$ cat src/rtl/alu_ctrl_pkg.sv
// Shared definitions for the ALU issue controller: opcodes, instruction field
// positions, FSM state encoding and small opcode classification helpers.
package alu_ctrl_pkg;

    localparam logic [3:0] OP_ADD    = 4'd0;
    localparam logic [3:0] OP_SUB    = 4'd1;
    localparam logic [3:0] OP_MULT   = 4'd2;
    localparam logic [3:0] OP_OR     = 4'd3;
    localparam logic [3:0] OP_AND    = 4'd4;
    localparam logic [3:0] OP_XOR    = 4'd5;
    localparam logic [3:0] OP_LSL    = 4'd6;
    localparam logic [3:0] OP_LSR    = 4'd7;
    localparam logic [3:0] OP_ROR    = 4'd8;
    localparam logic [3:0] OP_CMP    = 4'd9;
    localparam logic [3:0] OP_ILL_LO = 4'd10;
    localparam logic [3:0] OP_ILL_HI = 4'd14;
    localparam logic [3:0] OP_LDI    = 4'd15;

    localparam int OPC_MSB = 15;
    localparam int OPC_LSB = 12;
    localparam int RD_MSB  = 11;
    localparam int RD_LSB  = 8;
    localparam int RS2_MSB = 7;
    localparam int RS2_LSB = 4;
    localparam int RS3_MSB = 3;
    localparam int RS3_LSB = 0;
    localparam int IMM_MSB = 7;
    localparam int IMM_LSB = 0;

    typedef enum logic [1:0] {
        ST_IDLE = 2'd0,
        ST_EXEC = 2'd1,
        ST_WB   = 2'd2
    } state_e;

    function automatic logic is_illegal(input logic [3:0] op);
        return (op >= OP_ILL_LO) && (op <= OP_ILL_HI);
    endfunction

    function automatic logic uses_alu(input logic [3:0] op);
        logic r;
        case (op)
            OP_ADD, OP_SUB, OP_MULT, OP_OR, OP_AND,
            OP_XOR, OP_LSL, OP_LSR, OP_ROR, OP_CMP: r = 1'b1;
            default:                                r = 1'b0;
        endcase
        return r;
    endfunction

    // CMP reuses the ALU subtractor; only the flags are kept.
    function automatic logic [3:0] alu_code(input logic [3:0] op);
        return (op == OP_CMP) ? OP_SUB : op;
    endfunction

endpackage

$ cat src/rtl/alu_ctrl_regfile.sv
// REGS x LEN register file: two operand read ports, one debug read port and a
// single synchronous write port. Macro ALU_CTRL_ZERO_REG_EN makes r0 read as zero.
module alu_ctrl_regfile
    import alu_ctrl_pkg::*;
#(
    parameter int LEN  = 32,
    parameter int REGS = 16
) (
    input  logic           clk,
    input  logic           rst,
    input  logic           we,
    input  logic [3:0]     waddr,
    input  logic [LEN-1:0] wdata,
    input  logic [3:0]     raddr_a,
    input  logic [3:0]     raddr_b,
    input  logic [3:0]     dbg_raddr,
    output logic [LEN-1:0] rdata_a,
    output logic [LEN-1:0] rdata_b,
    output logic [LEN-1:0] dbg_rdata
);

    logic [LEN-1:0] mem_r [REGS];
    logic           we_s;

`ifdef ALU_CTRL_ZERO_REG_EN
    assign we_s      = we && (waddr != 4'd0);
    assign rdata_a   = (raddr_a   == 4'd0) ? {LEN{1'b0}} : mem_r[raddr_a];
    assign rdata_b   = (raddr_b   == 4'd0) ? {LEN{1'b0}} : mem_r[raddr_b];
    assign dbg_rdata = (dbg_raddr == 4'd0) ? {LEN{1'b0}} : mem_r[dbg_raddr];
`else
    assign we_s      = we;
    assign rdata_a   = mem_r[raddr_a];
    assign rdata_b   = mem_r[raddr_b];
    assign dbg_rdata = mem_r[dbg_raddr];
`endif

    // Storage array with single write port.
    always_ff @(posedge clk or posedge rst) begin
        if (rst) begin
            for (int i = 0; i < REGS; i++) begin
                mem_r[i] <= {LEN{1'b0}};
            end
        end else if (we_s) begin
            mem_r[waddr] <= wdata;
        end
    end

endmodule

$ cat src/rtl/alu_issue_ctrl.sv
// Issue controller driving the combinational ALU: IDLE -> EXEC -> WB sequencing,
// operand fetch, result/flag write-back. Optional macro: ALU_CTRL_ZERO_REG_EN.
module alu_issue_ctrl
    import alu_ctrl_pkg::*;
#(
    parameter int LEN  = 32,
    parameter int REGS = 16
) (
    input  logic           clk,
    input  logic           rst,
    input  logic           instr_valid,
    output logic           instr_ready,
    input  logic [15:0]    instr,
    output logic [3:0]     alu_opcode,
    output logic [LEN-1:0] alu_a,
    output logic [LEN-1:0] alu_b,
    input  logic [LEN-1:0] alu_result,
    input  logic [3:0]     alu_flags,
    output logic [3:0]     flags,
    output logic           done,
    output logic           illegal,
    input  logic [3:0]     dbg_raddr,
    output logic [LEN-1:0] dbg_rdata
);

    state_e         state_r;
    logic [3:0]     rd_r;
    logic           no_wb_r;
    logic           ready_r;
    logic           done_r;
    logic           illegal_r;
    logic [3:0]     opcode_r;
    logic [3:0]     flags_r;
    logic [LEN-1:0] a_r;
    logic [LEN-1:0] b_r;

    logic [3:0]     op_s;
    logic [3:0]     rd_s;
    logic [3:0]     rs2_s;
    logic [3:0]     rs3_s;
    logic [7:0]     imm_s;
    logic           accept_s;
    logic           we_s;
    logic [3:0]     waddr_s;
    logic [LEN-1:0] wdata_s;
    logic [LEN-1:0] rdata_a_s;
    logic [LEN-1:0] rdata_b_s;

    assign op_s     = instr[OPC_MSB:OPC_LSB];
    assign rd_s     = instr[RD_MSB:RD_LSB];
    assign rs2_s    = instr[RS2_MSB:RS2_LSB];
    assign rs3_s    = instr[RS3_MSB:RS3_LSB];
    assign imm_s    = instr[IMM_MSB:IMM_LSB];
    assign accept_s = instr_valid && ready_r;

    assign instr_ready = ready_r;
    assign alu_opcode  = opcode_r;
    assign alu_a       = a_r;
    assign alu_b       = b_r;
    assign flags       = flags_r;
    assign done        = done_r;
    assign illegal     = illegal_r;

    // Write-port source select: LDI immediate at acceptance, ALU result at end of EXEC.
    always_comb begin
        we_s    = 1'b0;
        waddr_s = 4'd0;
        wdata_s = {LEN{1'b0}};
        if ((state_r == ST_IDLE) && accept_s && (op_s == OP_LDI)) begin
            we_s    = 1'b1;
            waddr_s = rd_s;
            wdata_s = {{(LEN-8){1'b0}}, imm_s};
        end else if ((state_r == ST_EXEC) && !no_wb_r) begin
            we_s    = 1'b1;
            waddr_s = rd_r;
            wdata_s = alu_result;
        end else begin
            we_s    = 1'b0;
        end
    end

    alu_ctrl_regfile #(
        .LEN  (LEN),
        .REGS (REGS)
    ) u_regfile (
        .clk       (clk),
        .rst       (rst),
        .we        (we_s),
        .waddr     (waddr_s),
        .wdata     (wdata_s),
        .raddr_a   (rs2_s),
        .raddr_b   (rs3_s),
        .dbg_raddr (dbg_raddr),
        .rdata_a   (rdata_a_s),
        .rdata_b   (rdata_b_s),
        .dbg_rdata (dbg_rdata)
    );

    // Sequencing FSM with all handshake, ALU and status outputs registered.
    always_ff @(posedge clk or posedge rst) begin
        if (rst) begin
            state_r   <= ST_IDLE;
            rd_r      <= 4'd0;
            no_wb_r   <= 1'b0;
            ready_r   <= 1'b1;
            done_r    <= 1'b0;
            illegal_r <= 1'b0;
            opcode_r  <= 4'd0;
            flags_r   <= 4'd0;
            a_r       <= {LEN{1'b0}};
            b_r       <= {LEN{1'b0}};
        end else begin
            case (state_r)
                ST_IDLE: begin
                    done_r    <= 1'b0;
                    illegal_r <= 1'b0;
                    if (accept_s) begin
                        ready_r <= 1'b0;
                        if (is_illegal(op_s)) begin
                            done_r    <= 1'b1;
                            illegal_r <= 1'b1;
                            state_r   <= ST_WB;
                        end else if (uses_alu(op_s)) begin
                            // Operands captured here, so rd aliasing rs2/rs3 is harmless.
                            opcode_r <= alu_code(op_s);
                            a_r      <= rdata_a_s;
                            b_r      <= rdata_b_s;
                            rd_r     <= rd_s;
                            no_wb_r  <= (op_s == OP_CMP);
                            state_r  <= ST_EXEC;
                        end else begin
                            done_r  <= 1'b1;
                            state_r <= ST_WB;
                        end
                    end
                end
                ST_EXEC: begin
                    flags_r <= alu_flags;
                    done_r  <= 1'b1;
                    state_r <= ST_WB;
                end
                ST_WB: begin
                    done_r    <= 1'b0;
                    illegal_r <= 1'b0;
                    ready_r   <= 1'b1;
                    state_r   <= ST_IDLE;
                end
                default: begin
                    done_r    <= 1'b0;
                    illegal_r <= 1'b0;
                    ready_r   <= 1'b1;
                    state_r   <= ST_IDLE;
                end
            endcase
        end
    end

endmodule

$ cat config.mk
export PLATFORM = sky130hd
export DESIGN_NAME = alu_issue_ctrl
export DESIGN_NICKNAME = d
export VERILOG_FILES = /design/src/rtl/alu_ctrl_pkg.sv /design/src/rtl/alu_ctrl_regfile.sv /design/src/rtl/alu_issue_ctrl.sv
export SDC_FILE = /design/constraint.sdc
export NUM_CORES = 2
export LEC_CHECK = 0
export ABC_AREA = 1
export CORE_ASPECT_RATIO = 0.75
export CORE_MARGIN = 2
export CORE_UTILIZATION = 40
export CTS_BUF_LIST = sky130_fd_sc_hd__clkbuf_8 sky130_fd_sc_hd__clkbuf_16
export CTS_CLUSTER_SIZE = 25
export DETAILED_ROUTE_END_ITERATION = 8
export GPL_ROUTABILITY_DRIVEN = 0
export PLACE_DENSITY = 0.63
export RECOVER_POWER = 100
export SLEW_MARGIN = 15
export SYNTH_ARGS = -nofsm -noshare
export SYNTH_HDL_FRONTEND = slang
export SYNTH_SLANG_ARGS = --single-unit
$ cat constraint.sdc
create_clock -name clk -period 24.4 [get_ports clk]
set_input_delay 6.1 -clock clk [delete_from_list [all_inputs] [get_ports clk]]
set_output_delay 6.1 -clock clk [all_outputs]
set_load 0.02 [all_outputs]
==> run metrics <==
status finished with violations; failing checks design-rule violations, max-capacitance violations, max-slew violations; Clock Tree Buf Depth 3; Mapped Cells 5757; R2R Path Start state_r[0]; clock sinks 594; Final Cycle Share 75.6%; Final min period 18.44 ns; Crit path depth 9; Final Hold Viols 0; Setup crit end kind primary output; H-tree depth 3; design area 41200 µm²; Yosys reg bits 594; post-placement setup slack 8.48 ns; Placed Instance Area 39100 µm²; startpoint class of the critical path input pin; Mean Syn Cell Area 6.50 µm²; hold_buf cts 0; I/O Buffers 165; DRC viols 2; CP startpoint dbg_raddr[0]; clock tree from TritonCTS yes; Clock transition at path regs 0.06 ns; hpwl dp 84500 µm; CTS Root Cell clkbuf_16; Row Count 97; vias 41100; multi-input logic area 19700 µm²; antenna cells 0; CP peak stage delay 2.90 ns; final hold slack 0.468 ns; Max Fclk 54.2 MHz; DR vias/cell 5.98; post-route setup TNS 0 ns; number of max-cap violations 35; Final Setup Violations 0; total core area 93100 µm²; critical path's most frequent cell o21ai_0; Pwr Total 3.14 mW; Worst Hold Class register to register; RR Endpoint u_regfile.mem_r[384]; worst vdd ir 0.0454 mV; Routed Antenna Nets 0; Final #Nets 5637; CP Class input pin to primary output; I/O pins 166; Buf+Inv Stages, Crit Path 4; worst reg2reg path depth 8; critical path peak fanout 139; Setup Fix Bufs, Post-CTS 0; RSZ-0062 raised after global routing false; max_slew headroom -281%; number of global-route vias before repair 37600; Die Footprint 96000 µm²; Worst-Margin Slew 5.69 ns; Synth Warn # 0; Initial Util 40.2%; share of post-route cells with drive strength above 1 3.91%; GRT overflow 0; Mapped Area 37400 µm²; DR WL/cell 23.5 µm; initial antenna violation count 2; crit path DAT 12.34 ns; HP Start alu_opcode[1]; CP required 18.30 ns; Worst Slack Setup Final 5.96 ns; CP max-delay cell clkbuf_1; pin count of the biggest net entering global routing 169; die height 269 µm; syn_nets 5816; CTS buffer count 70; worst-skew pair later-pin latency 0.65 ns; clk_skew 0.0201 ns; Lkg Pwr 19.8 nW; Total GRT Usage 33.2%; post-synthesis sequential area ratio 39.7%; setup slack, reg-to-reg 12.93 ns; final core utilization 44.2%; power per cell area 76.4 nW/µm²; final number of max-transition violations 1541; count of cell types in the netlist 33; drt pass-1 iters 9; first-pass GRT wire length 243000 µm; post-CTS resize count 0; Post-Route WL 162000 µm; final std cells w/o fill 6868; Area growth, synth to finish 10.0%; Placed Instances 6743; cells along the critical path buf_8 > clkbuf_1 > buf_4 > a21oi_1 > o21ai_0 > o21ai_0 > o211ai_1 > nand2_1 > dlygate4sd3_1; crit path to dbg_rdata[10]; fillers 9610; Crit path max-delay family buffers and inverters; chip width 357 µm; Sequential Area 14900 µm²; Starting DRT DRC Count 6430
routing by layer:
metal / GRT usage, % / vias to the layer above / share of wire [%]
met5: 0 / - / 0.013
met4: 15.4 / 4 / 5.3
met3: 8.92 / 533 / 14
met2: 48.1 / 2962 / 41
met1: 46.0 / 19200 / 40
li1: - / 18300 / -
cell usage in the layout, fill, tap and decap left out, types with 4 or more instances in the layout:
cell / instances
o21ai_0: 498
clkbuf_16: 73
dlygate4sd3_1: 108
o221ai_1: 42
nand2_1: 2532
clkdlybuf4s50_1: 45
clkinvlp_2: 5
nand3_1: 1058
nand2_2: 6
o21ai_1: 10
nor2_4: 7
bufinv_16: 4
inv_6: 5
a21oi_1: 70
clkbuf_8: 20
nor2_1: 210
clkinvlp_4: 4
o211ai_1: 78
clkinv_2: 12
inv_2: 8
clkbuf_1: 21
dfrtp_1: 593
inv_1: 143
mux2_2: 4
buf_4: 54
flip-flops by register name (all words and copies together), names as in the netlist:
signal           count
rd_r                 4
flags                4
instr_ready          1
u_regfile.mem_r    512
alu_b               32
illegal              1
alu_a               32
no_wb_r              1
done                 1
alu_opcode           4
state_r              2
worst register-to-register path, stage by stage, from the launching register on:
cell     delay [ns]
dfrtp_1        0.40
nand2_2        0.20
nor2_4         0.04
buf_4          0.36
nand2_2        0.13
nand2_1        0.17
nor2_1         4.18
nand2_1        4.85
o21ai_0        0.97
Yosys cell counts:
master       n  share of area [%]
mux2_2       4               0.12
nor2_4       9               0.27
nor2_1     204                2.0
o21ai_2      4              0.094
nand2_8      2               0.11
nand2_2     12               0.20
clkinv_1     4              0.040
nand3_2      3              0.080
dfstp_2      1              0.070
inv_1      140                1.4
buf_1       61               0.61
o31ai_1      1              0.020
o221ai_1    42               0.98
nor2_2       3              0.050
buf_2      173                2.3
a21oi_1     70               0.94
nor3_1       1              0.013
inv_4        1              0.017
nand2_4      5               0.15
o21ai_1    148                2.0
o21ai_0    357                4.8
clkinv_2     2              0.027
dfrtp_1    593                 40
inv_2        7              0.070
buf_4       14               0.28
o221a_2      1              0.030
clkbuf_1   227                2.3
buf_6       11               0.33
nor2_8       1              0.054
o211ai_1    78                1.6
nand2_1   2522                 25
clkbuf_2     1              0.013
nand3_1   1055                 14
where the power goes:
| group | switching [mW] | internal (mW) | total [mW] |
|---|---|---|---|
| Clock | 0.463 | 0.644 | 1.11 |
| Sequential | 0.121 | 1.12 | 1.24 |
| Combinational | 0.558 | 0.240 | 0.798 |
| Total | 1.14 | 2.00 | 3.14 |
layout make-up:
class	instances	share of cell area (%)
Clock buffer	92	5.07
Clock inverter	33	0.687
Inverter	154	1.48
Multi-Input combinational cell	4522	47.8
Sequential cell	594	36.1
Tap cell	1237	3.76
Timing Repair Buffer	236	5.12
logic make-up after synthesis:
family	share of synthesized area [%]
simple gates	42.4
compound gates	10.4
buf+inv	7.39
flops	39.7
mux	0.120
worst min-delay path by stage:
stage	slack [ns]	depth (start not counted)	endpoint
global route	0.49	2	alu_b[20]
floorplan	0.45	2	rd_r[0]
CTS	0.48	2	alu_opcode[1]
finish	0.47	2	alu_opcode[1]
global placement	0.46	2	alu_opcode[0]
detailed placement	0.46	2	alu_a[23]
Power figures use the tool's default switching activity.
